<file path="config.mk">
export PLATFORM = sky130hd
export DESIGN_NAME = input_window_gen_flat
export DESIGN_NICKNAME = d
export VERILOG_FILES = /design/src/rtl/input_layer_pkg.sv /design/src/rtl/input_window_gen_if.sv /design/src/rtl/input_window_gen_line_buffer.sv /design/src/rtl/input_window_gen.sv /design/src/flat_wrapper.sv
export SDC_FILE = /design/constraint.sdc
export NUM_CORES = 1
export LEC_CHECK = 0
export CAP_MARGIN = 20
export CORE_ASPECT_RATIO = 0.9
export CORE_UTILIZATION = 45
export CTS_CLUSTER_DIAMETER = 40
export DETAILED_ROUTE_END_ITERATION = 8
export DONT_BUFFER_PORTS = 1
export GPL_TIMING_DRIVEN = 0
export PLACE_DENSITY = 0.66
export SYNTH_ARGS = -nofsm -noshare
export SYNTH_HDL_FRONTEND = slang
export SYNTH_HIERARCHICAL = 1
export SYNTH_SLANG_ARGS = --single-unit
</file>
<file path="constraint.sdc">
create_clock -name clk -period 3.36 [get_ports clk]
set_input_delay 0.504 -clock clk [delete_from_list [all_inputs] [get_ports clk]]
set_output_delay 0.504 -clock clk [all_outputs]
set_load 0.01 [all_outputs]
</file>
<file path="src/rtl/input_layer_pkg.sv">
// Purpose : shared types and sizes for the input-layer window path.
// Latency : n/a (declarations only).
// Backpressure: n/a.
package input_layer_pkg;

    localparam int PIX_W = 24;                   // one RGB pixel, 8 bits per channel
    localparam int WIN_K = 3;                    // window edge length
    localparam int WIN_W = PIX_W * WIN_K * WIN_K; // flattened 3x3 window

    typedef enum logic [1:0] {
        IDLE = 2'd0,
        RUN  = 2'd1,
        DONE = 2'd2
    } state_e;

endpackage

</file>
<file path="src/rtl/input_window_gen_if.sv">
// Purpose : FIFO-pop side and window-output side of input_window_gen.
// Latency : n/a (wires only).
// Backpressure: out_ready from the consumer; fifo_count gates pops from the FIFO.
// Modports: master = window generator, slave = FIFO + downstream stage.
interface input_window_gen_if #(
    parameter int IMG_W = 8,
    parameter int IMG_H = 8
) ();
    localparam int ROW_W = $clog2(IMG_H);
    localparam int COL_W = $clog2(IMG_W);

    logic [input_layer_pkg::PIX_W-1:0] fifo_data;   // FIFO head, first-word fall-through
    logic [3:0]                        fifo_count;  // pixels available in the FIFO
    logic                              fifo_pop;    // consume head at this edge
    logic                              win_valid;
    logic                              out_ready;
    logic [input_layer_pkg::WIN_W-1:0] win_data;    // element k = 3*r + c at [24k+23:24k]
    logic [ROW_W-1:0]                  win_row;     // top-left row of window
    logic [COL_W-1:0]                  win_col;     // top-left column of window

    modport master (
        input  fifo_data, fifo_count, out_ready,
        output fifo_pop, win_valid, win_data, win_row, win_col
    );

    modport slave (
        output fifo_data, fifo_count, out_ready,
        input  fifo_pop, win_valid, win_data, win_row, win_col
    );
endinterface

</file>
<file path="src/rtl/input_window_gen_line_buffer.sv">
// Purpose : one image row of pixels, read and written at the same column index.
// Latency : read is combinational; write lands at the clock edge (old value read first).
// Backpressure: none; the caller only asserts we_i when a pixel is accepted.
// Ports   : clk/reset_n, we_i write enable, idx_i column, wdat_i pixel in, rdat_o pixel out.
module line_buffer
    import input_layer_pkg::*;
#(
    parameter int DEPTH = 8
) (
    input  logic                     clk,
    input  logic                     reset_n,
    input  logic                     we_i,
    input  logic [$clog2(DEPTH)-1:0] idx_i,
    input  logic [PIX_W-1:0]         wdat_i,
    output logic [PIX_W-1:0]         rdat_o
);

    logic [DEPTH-1:0][PIX_W-1:0] mem_q;

    always_ff @(posedge clk or negedge reset_n) begin
        if (!reset_n) begin
            mem_q <= '0;
        end else if (we_i) begin
            mem_q[idx_i] <= wdat_i;
        end
    end

    assign rdat_o = mem_q[idx_i];

endmodule

</file>
<file path="src/rtl/input_window_gen.sv">
// Purpose : pops raster pixels from the input FIFO and emits every unpadded 3x3 window.
// Latency : window valid one cycle after the edge that pops its bottom-right pixel.
// Backpressure: a held window (valid && !out_ready) blocks pops; an empty FIFO stalls the scan.
// Ports   : clk, reset_n, start pulse, wif (FIFO + window bus), busy (RUN), done (1-cycle pulse).
module input_window_gen
    import input_layer_pkg::*;
#(
    parameter int IMG_W = 8,
    parameter int IMG_H = 8
) (
    input  logic                  clk,
    input  logic                  reset_n,
    input  logic                  start,
    input_window_gen_if.master    wif,
    output logic                  busy,
    output logic                  done
);

    localparam int COL_W = $clog2(IMG_W);
    localparam int ROW_W = $clog2(IMG_H);
    localparam int NPIX  = IMG_W * IMG_H;
    localparam int CNT_W = $clog2(NPIX + 1);

    state_e                       state_q, state_d;
    logic [CNT_W-1:0]             pix_cnt_q;
    logic [COL_W-1:0]             x_q;
    logic [ROW_W-1:0]             y_q;
    logic [WIN_K*WIN_K-1:0][PIX_W-1:0] win_q, win_shift;
    logic                         win_valid_q;
    logic [ROW_W-1:0]             win_row_q;
    logic [COL_W-1:0]             win_col_q;
    logic [PIX_W-1:0]             lb_old_rd, lb_new_rd;
    logic                         pop, emit, hs, last_hs;

    // A pop is allowed only if the slot for a possible new window is free
    // or being drained this very edge, and never beyond the frame size.
    assign pop = (state_q == RUN)
              && (wif.fifo_count != 4'd0)
              && (!win_valid_q || wif.out_ready)
              && (pix_cnt_q < CNT_W'(NPIX));

    assign emit    = pop && (y_q >= ROW_W'(2)) && (x_q >= COL_W'(2));
    assign hs      = win_valid_q && wif.out_ready;
    assign last_hs = hs && (win_row_q == ROW_W'(IMG_H - 3))
                        && (win_col_q == COL_W'(IMG_W - 3));

    // lb_old holds row y-2, lb_new holds row y-1; both shift down by one row
    // as each new pixel lands in its column.
    line_buffer #(.DEPTH(IMG_W)) u_lb_old (
        .clk     (clk),
        .reset_n (reset_n),
        .we_i    (pop),
        .idx_i   (x_q),
        .wdat_i  (lb_new_rd),
        .rdat_o  (lb_old_rd)
    );

    line_buffer #(.DEPTH(IMG_W)) u_lb_new (
        .clk     (clk),
        .reset_n (reset_n),
        .we_i    (pop),
        .idx_i   (x_q),
        .wdat_i  (wif.fifo_data),
        .rdat_o  (lb_new_rd)
    );

    // Window moves one column left; the incoming column is top..bottom
    // = {row y-2, row y-1, current pixel}. Columns left over from the
    // previous row are pushed out before x reaches 2, so they never appear.
    always_comb begin
        win_shift = win_q;
        for (int r = 0; r < WIN_K; r++) begin
            for (int c = 0; c < WIN_K - 1; c++) begin
                win_shift[WIN_K*r + c] = win_q[WIN_K*r + c + 1];
            end
        end
        win_shift[WIN_K*0 + WIN_K - 1] = lb_old_rd;
        win_shift[WIN_K*1 + WIN_K - 1] = lb_new_rd;
        win_shift[WIN_K*2 + WIN_K - 1] = wif.fifo_data;
    end

    always_comb begin
        state_d = state_q;
        case (state_q)
            IDLE:    if (start)   state_d = RUN;
            RUN:     if (last_hs) state_d = DONE;
            DONE:                 state_d = IDLE;
            default:              state_d = IDLE;
        endcase
    end

    always_ff @(posedge clk or negedge reset_n) begin
        if (!reset_n) begin
            state_q <= IDLE;
        end else begin
            state_q <= state_d;
        end
    end

    always_ff @(posedge clk or negedge reset_n) begin
        if (!reset_n) begin
            pix_cnt_q   <= '0;
            x_q         <= '0;
            y_q         <= '0;
            win_q       <= '0;
            win_valid_q <= 1'b0;
            win_row_q   <= '0;
            win_col_q   <= '0;
        end else begin
            if (state_q == IDLE && start) begin
                pix_cnt_q <= '0;
                x_q       <= '0;
                y_q       <= '0;
            end else if (pop) begin
                pix_cnt_q <= pix_cnt_q + CNT_W'(1);
                win_q     <= win_shift;
                if (x_q == COL_W'(IMG_W - 1)) begin
                    x_q <= '0;
                    y_q <= y_q + ROW_W'(1);
                end else begin
                    x_q <= x_q + COL_W'(1);
                end
            end

            // A new window overwrites one being accepted at the same edge.
            if (emit) begin
                win_valid_q <= 1'b1;
                win_row_q   <= y_q - ROW_W'(2);
                win_col_q   <= x_q - COL_W'(2);
            end else if (hs) begin
                win_valid_q <= 1'b0;
            end
        end
    end

    assign wif.fifo_pop  = pop;
    assign wif.win_valid = win_valid_q;
    assign wif.win_data  = win_q;
    assign wif.win_row   = win_row_q;
    assign wif.win_col   = win_col_q;
    assign busy          = (state_q == RUN);
    assign done          = (state_q == DONE);

endmodule

</file>
<file path="src/flat_wrapper.sv">
// flat-port wrapper written by rule: the top's interface ports become plain ports
module input_window_gen_flat import input_layer_pkg::*;
#(
    parameter int IMG_W = 8,
    parameter int IMG_H = 8
)
  (clk, reset_n, start, busy, done, wif_fifo_data, wif_fifo_count, wif_out_ready, wif_fifo_pop, wif_win_valid, wif_win_data, wif_win_row, wif_win_col);
  input_window_gen_if #(.IMG_W(IMG_W), .IMG_H(IMG_H)) wif_i ();
  input  logic clk;
  input  logic reset_n;
  input  logic start;
  output logic busy;
  output logic done;
  input wire logic [$bits(wif_i.fifo_data)-1:0] wif_fifo_data;
  input wire logic [$bits(wif_i.fifo_count)-1:0] wif_fifo_count;
  input wire logic [$bits(wif_i.out_ready)-1:0] wif_out_ready;
  output wire logic [$bits(wif_i.fifo_pop)-1:0] wif_fifo_pop;
  output wire logic [$bits(wif_i.win_valid)-1:0] wif_win_valid;
  output wire logic [$bits(wif_i.win_data)-1:0] wif_win_data;
  output wire logic [$bits(wif_i.win_row)-1:0] wif_win_row;
  output wire logic [$bits(wif_i.win_col)-1:0] wif_win_col;
  assign wif_i.fifo_data = wif_fifo_data;
  assign wif_i.fifo_count = wif_fifo_count;
  assign wif_i.out_ready = wif_out_ready;
  assign wif_fifo_pop = wif_i.fifo_pop;
  assign wif_win_valid = wif_i.win_valid;
  assign wif_win_data = wif_i.win_data;
  assign wif_win_row = wif_i.win_row;
  assign wif_win_col = wif_i.win_col;
  input_window_gen #(.IMG_W(IMG_W), .IMG_H(IMG_H)) u_core (.clk(clk), .reset_n(reset_n), .start(start), .wif(wif_i), .busy(busy), .done(done));
endmodule
</file>
Word level (Yosys, flattened, before mapping)
Index checks and enable logic that the tools add are counted.
{"block": "totals", "register_bits": 622, "out_inout_bits": 226}
{"block": "classes", "bitwise": 1, "n_eq_ne": 7, "order_cmp": 5, "reduce_logical": 20, "addsub": 5, "n_mux": 21}
{"operator": "192-bit bitwise mux", "count": 2}
{"operator": "24-bit binary-select mux with 3-bit select", "count": 2}
{"operator": "24-bit demux with 3-bit select", "count": 1}
{"operator": "24-bit two-way mux", "count": 3}
{"operator": "3-bit two-way mux", "count": 6}
{"operator": "7-bit two-way mux", "count": 2}
{"operator": "1-bit logical AND", "count": 10}
{"operator": "3-bit == test (second input constant)", "count": 3}
{"operator": "7-bit by 1-bit adder with 7-bit output (second input constant)", "count": 1}
{"operator": "7-bit < comparator (second input constant)", "count": 1}
{"operator": "3-bit by 1-bit adder with 3-bit output (second input constant)", "count": 2}
{"operator": "3-bit by 2-bit >= comparator with 1-bit output (second input constant)", "count": 2}
{"operator": "2-bit AND reduction", "count": 3}
{"operator": "2-bit nonzero test", "count": 3}
{"operator": "3-bit by 2-bit subtractor with 3-bit output (second input constant)", "count": 2}
{"operator": "3-bit by 4-bit < comparator with 1-bit output (second input constant)", "count": 1}
{"operator": "2-bit two-way mux", "count": 2}
{"operator": "2-bit case mux with 2 select lines", "count": 1}
{"operator": "4-bit nonzero test", "count": 1}
{"operator": "3-bit by 1-bit >= comparator with 1-bit output (second input constant)", "count": 1}
{"operator": "2-bit by 1-bit == test with 1-bit output (second input constant)", "count": 1}
{"operator": "2-bit == test (second input constant)", "count": 1}
{"operator": "2-bit logical NOT", "count": 1}
{"operator": "1-bit two-way mux", "count": 2}
{"operator": "other kinds (5)", "count": 5}

Longest topological paths before layout
{"block": "logic_depth", "ltp_word": 7, "depth_mapped": 9}

By module
Netlist, hierarchy kept.
{"mod": "line_buffer", "n_inst": 2, "area_each_um2": 9034.9, "cells_each": 614}
{"mod": "input_window_gen", "n_inst": 1, "area_each_um2": 9157.5, "cells_each": 1015}

Least setup slack after synthesis
Ideal clock, no wire load.
{"block": "synth_timing", "path_kind": "flip-flop to flip-flop", "start": "register u_core.state_q[1]", "end": "register u_core/u_lb_old/mem_q[10] in the netlist's numbering", "setup_ns": 0.128, "period_less_slack_ns": 2.685, "path_slack_ns": 0.675, "arrival_time_ns": 2.557, "stages_incl_launch_ff": 10, "cell_sequence": "dfrtp_1 nor3b_2 nand3_4 inv_2 buf_1 buf_2 nand2b_1 nor3_4 buf_6 mux2_1"}
{"block": "synth_between", "elab_chain_cells": 4}
{"item": "start: declaration", "line_no": "input_window_gen.sv:24", "text": "state_e state_q, state_d;"}
{"item": "start signal: assignment", "line_no": "input_window_gen.sv:96", "text": "state_q <= state_d;"}
{"item": "2-bit by 1-bit == test with 1-bit output", "line_no": "input_window_gen.sv:37", "text": "assign pop = (state_q == RUN)"}
{"item": "1-bit logical AND", "line_no": "input_window_gen.sv:38", "text": "&& (wif.fifo_count != 4'd0)"}
{"item": "1-bit logical AND", "line_no": "input_window_gen.sv:39", "text": "&& (!win_valid_q || wif.out_ready)"}
{"item": "1-bit logical AND", "line_no": "input_window_gen.sv:40", "text": "&& (pix_cnt_q < CNT_W'(NPIX));"}
{"item": "named net wif_fifo_pop", "line_no": "flat_wrapper.sv:17", "text": "output wire logic [$bits(wif_i.fifo_pop)-1:0] wif_fifo_pop;"}
{"item": "end signal: indexed assignment", "line_no": "input_window_gen_line_buffer.sv:24", "text": "mem_q[idx_i] <= wdat_i;"}
{"item": "end: declaration", "line_no": "input_window_gen_line_buffer.sv:18", "text": "logic [DEPTH-1:0][PIX_W-1:0] mem_q;"}
The timed path passes the listed nets, and every way through them passes these cells.
A chain may end at the register's enable or synchronous reset.

Worst setup path in the final report
{"block": "layout_timing", "start": "register u_core.state_q[1]", "end": "register u_core/u_lb_new/mem_q[10] in the netlist's numbering"}
{"block": "layout_between", "elab_chain_cells": 4}
{"item": "2-bit by 1-bit == test with 1-bit output", "line_no": "input_window_gen.sv:37"}
{"item": "1-bit logical AND", "line_no": "input_window_gen.sv:38"}
{"item": "1-bit logical AND", "line_no": "input_window_gen.sv:39"}
{"item": "1-bit logical AND", "line_no": "input_window_gen.sv:40"}
{"item": "named net wif_fifo_pop", "line_no": "flat_wrapper.sv:17"}
{"item": "end signal: indexed assignment", "line_no": "input_window_gen_line_buffer.sv:24"}
{"item": "end: declaration", "line_no": "input_window_gen_line_buffer.sv:18"}
The timed path passes the listed nets, and every way through them passes these cells.

==> out/results.ini <==
[run_status]
status=complete, but fails checks
violations=design-rule violations, negative hold slack

[placement]
gp_congestion=0.869
hpwl_mm=51.8
placed_cell_area_um2=28300
placedCellCount=3043
port_buffers=0

[cells_and_area]
fillerInstances=4953
multi_input_area_um2=10800
drive_above_1_share_pct=16.7
instances_no_fill=3240
nets=2423
ff_latch_area_um2=15600
diodes=0
areaGrowthSynthToFinish_pct=16.6
final_design_area_no_fill_um2=31800

[worst_setup_path]
cpLargestDelayFamily=buffers and inverters
critPathSlowestCell=dfrtp_1
worst-path-buf-inv=4
required_ps=3860
path_class=reg2reg
worst_setup_path_end_kind=register
worstPathCellList=nor3b_4 -> nand3_4 -> inv_2 -> buf_2 -> buf_2 -> nand2b_1 -> nor3_4 -> buf_6 -> mux2_1
critPathMaxStageDelay_ps=440
worstPathArrival_ps=3740
crit_path_start_kind=register
cp_max_fo=12
critPathMostFrequentCell=buf_2

[synth]
syn_nets=2282
yosysMostFrequentCell=nand2_1
avgSynthCellArea_um2=12.1
async_flop_share_pct=100
netlist_area_um2=27200
ys_top_cells_by_count=nand2_1, dfrtp_1, mux2_1
ys_top_cells_by_area=dfrtp_1, mux2_1, nand2_1, mux2_4, mux2i_1
ys.flop_type=dfrtp_1
postSynthCellCount=2243
synth_top_cell_area_share_pct=57.2
yosysTopAreaCell=dfrtp_1
yosysWarnings=6
yosysSeqAreaShare_pct=57.2
synth-edff-count=0
synth_cell_types=52
ys_seq_elements=622

[sta]
relSlewSlack_pct=23.8
worst_slew_pin_slew_ps=1140
max_freq_mhz=308
skew_ps=21.1
hold_viol=622
final_max_slew_viol_count=0
fin_setup_tns_ps=0
rsz0062_at_grt=false
fin_crit_sh_pct=96.7
whs_ps=-417
finalCriticalPeriod_ps=3250
finalSetupViolCount=0

[grt]
grt_util_all_layers_pct=25.2
grt_pass1_wl_mm=118
grt_pass1_vias=19000
antenna_found_initial=1
overflow=0
grt_max_degree=623

[drt]
dr.first_iter.drc_count=1632
drt-vias-per-instance=5.64
post_drt_wl_per_cell_um=23.9
vias=18300
drtAntennaViolNets=0
drc=28
first_pass_iters=9
drt-total-wl_mm=77.5

[pwr]
power_mw=36.7
powerDensity_nw_per_um2=1150
p_leak_nw=15.3
irDropWorstVdd_v=0.000483

[floorplan]
initial_utilization_pct=45.6
die_w_um=261
dieArea_um2=61500
ioPinCount=258
core_area_um2=59800
std_cell_rows=85
die_y_um=235

[hold_path]
worstHoldPathType=in2async

[cts]
clockRootBuffer=clkbuf_16
numCtsBuffers=87
clk_pin_slew_ps=60
clock-sinks=622
h-tree-depth=3
postCtsHoldBufs=32
tritoncts=built
clock_path_buffers=3
post_cts_buffers=0
clkLatencyLatePin_ps=630

[run]
drv_cap=0

final cells by class:
| type | count | share of cell area [%] |
|---|---|---|
| Inverter | 16 | 0.189 |
| Clock buffer | 105 | 7.45 |
| Buffer | 133 | 2.56 |
| Clock inverter | 57 | 2.16 |
| Timing Repair Buffer | 52 | 1.53 |
| Tap cell | 783 | 3.09 |
| Multi-Input combinational cell | 1472 | 34.0 |
| Sequential cell | 622 | 49.0 |
worst register-to-register path, stage by stage, from the launching register on:
cell,delay (ps)
dfrtp_1,440
nor3b_4,330
nand3_4,210
inv_2,260
buf_2,380
buf_2,300
nand2b_1,170
nor3_4,420
buf_6,250
mux2_1,360
state kept, by name (all words and copies together) (netlist names), 2 cells and up:
name,count
u_core/state_q,2
u_core/wif.win_row,3
u_core/u_lb_new/mem_q,192
u_core/u_lb_old/mem_q,192
u_core/wif.win_data,216
u_core/x_q,3
u_core/pix_cnt_q,7
u_core/wif.win_col,3
u_core/y_q,3
power breakdown:
| part | switching [mW] | total (mW) | internal [mW] |
|---|---|---|---|
| registers | 3.10 | 14.1 | 11.0 |
| clock network | 3.58 | 9.47 | 5.88 |
| logic | 7.51 | 13.1 | 5.59 |
kinds of logic after synthesis:
group / share of synthesized area [%]
adder cells (fa/ha/maj): 0.322
XOR/XNOR: 0.0643
multiplexers: 23.0
flip-flops: 57.2
AO/OA/AOI/OAI: 4.57
buffers and inverters: 3.20
AND/OR/NAND/NOR: 11.7
timing repair:
item	4_1_cts	5_1_grt
endpoints found under the hold margin	799	622
endpoints found under the setup margin	128	43
gates resized for setup	1	1
worst paths after layout:
path	start	end	slack (ps)	cells past startpoint
worst max-delay path	u_core/state_q[1]	u_core/u_lb_new/mem_q[10]	110	9
worst min-delay path	reset_n	u_core/wif.win_data[17]	-420	0
worst max register to register	u_core/state_q[1]	u_core/u_lb_new/mem_q[10]	110	9
worst min register to register	u_core/u_lb_new/mem_q[108]	u_core/u_lb_new/mem_q[108]	480	1
max in group asynchronous	reset_n	u_core/u_lb_new/mem_q[177]	2850	0
min in group clk	wif_fifo_data[10]	u_core/u_lb_new/mem_q[106]	30	1
through the flow:
| stage | worst slack, ps | hold slack [ps] | utilization [%] |
|---|---|---|---|
| finish | 110 | -417 | 53.1 |
| global route | 23.1 | -434 | 53.1 |
| CTS | 82.6 | -448 | 53.1 |
| detailed placement | -226 | 221 | 47.4 |
| global placement | -122 | 221 | 47.2 |
| floorplan | 675 | 208 | - |
placed cells by master (no fill, tap or decap), types with 3 or more instances in the layout:
cell type	count
buf_2	55
inv_1	13
nor2_1	8
o31ai_1	3
clkbuf_16	88
clkbuf_1	31
nand3_1	12
o22a_1	42
nand4_1	4
inv_2	3
clkinv_2	14
dfrtp_1	622
mux2i_1	99
clkinvlp_4	8
mux2_1	330
o21ai_0	6
mux2_4	100
nand3_2	4
clkbuf_8	10
buf_6	22
bufinv_16	10
nand2b_1	6
a22oi_1	46
inv_6	14
a21oi_1	4
buf_4	45
o211ai_1	42
dlygate4sd3_1	32
nand3_4	5
and3_1	6
buf_1	7
clkinv_4	6
o22ai_1	3
nand2_1	700
mux2_2	5
ha_1	7
routing by layer:
layer / routed length (um) / part of all wire, % / vias to the layer above / GRT usage (%)
met2: 35300 / 46 / 707 / 38.5
met3: 6700 / 8.7 / 113 / 6.35
met1: 33800 / 44 / 9504 / 35.5
met5: 0 / 0 / - / 0
met4: 1720 / 2.2 / 0 / 7.40
li1: - / - / 7951 / -
No activity file was read; power rests on OpenSTA's default activity.
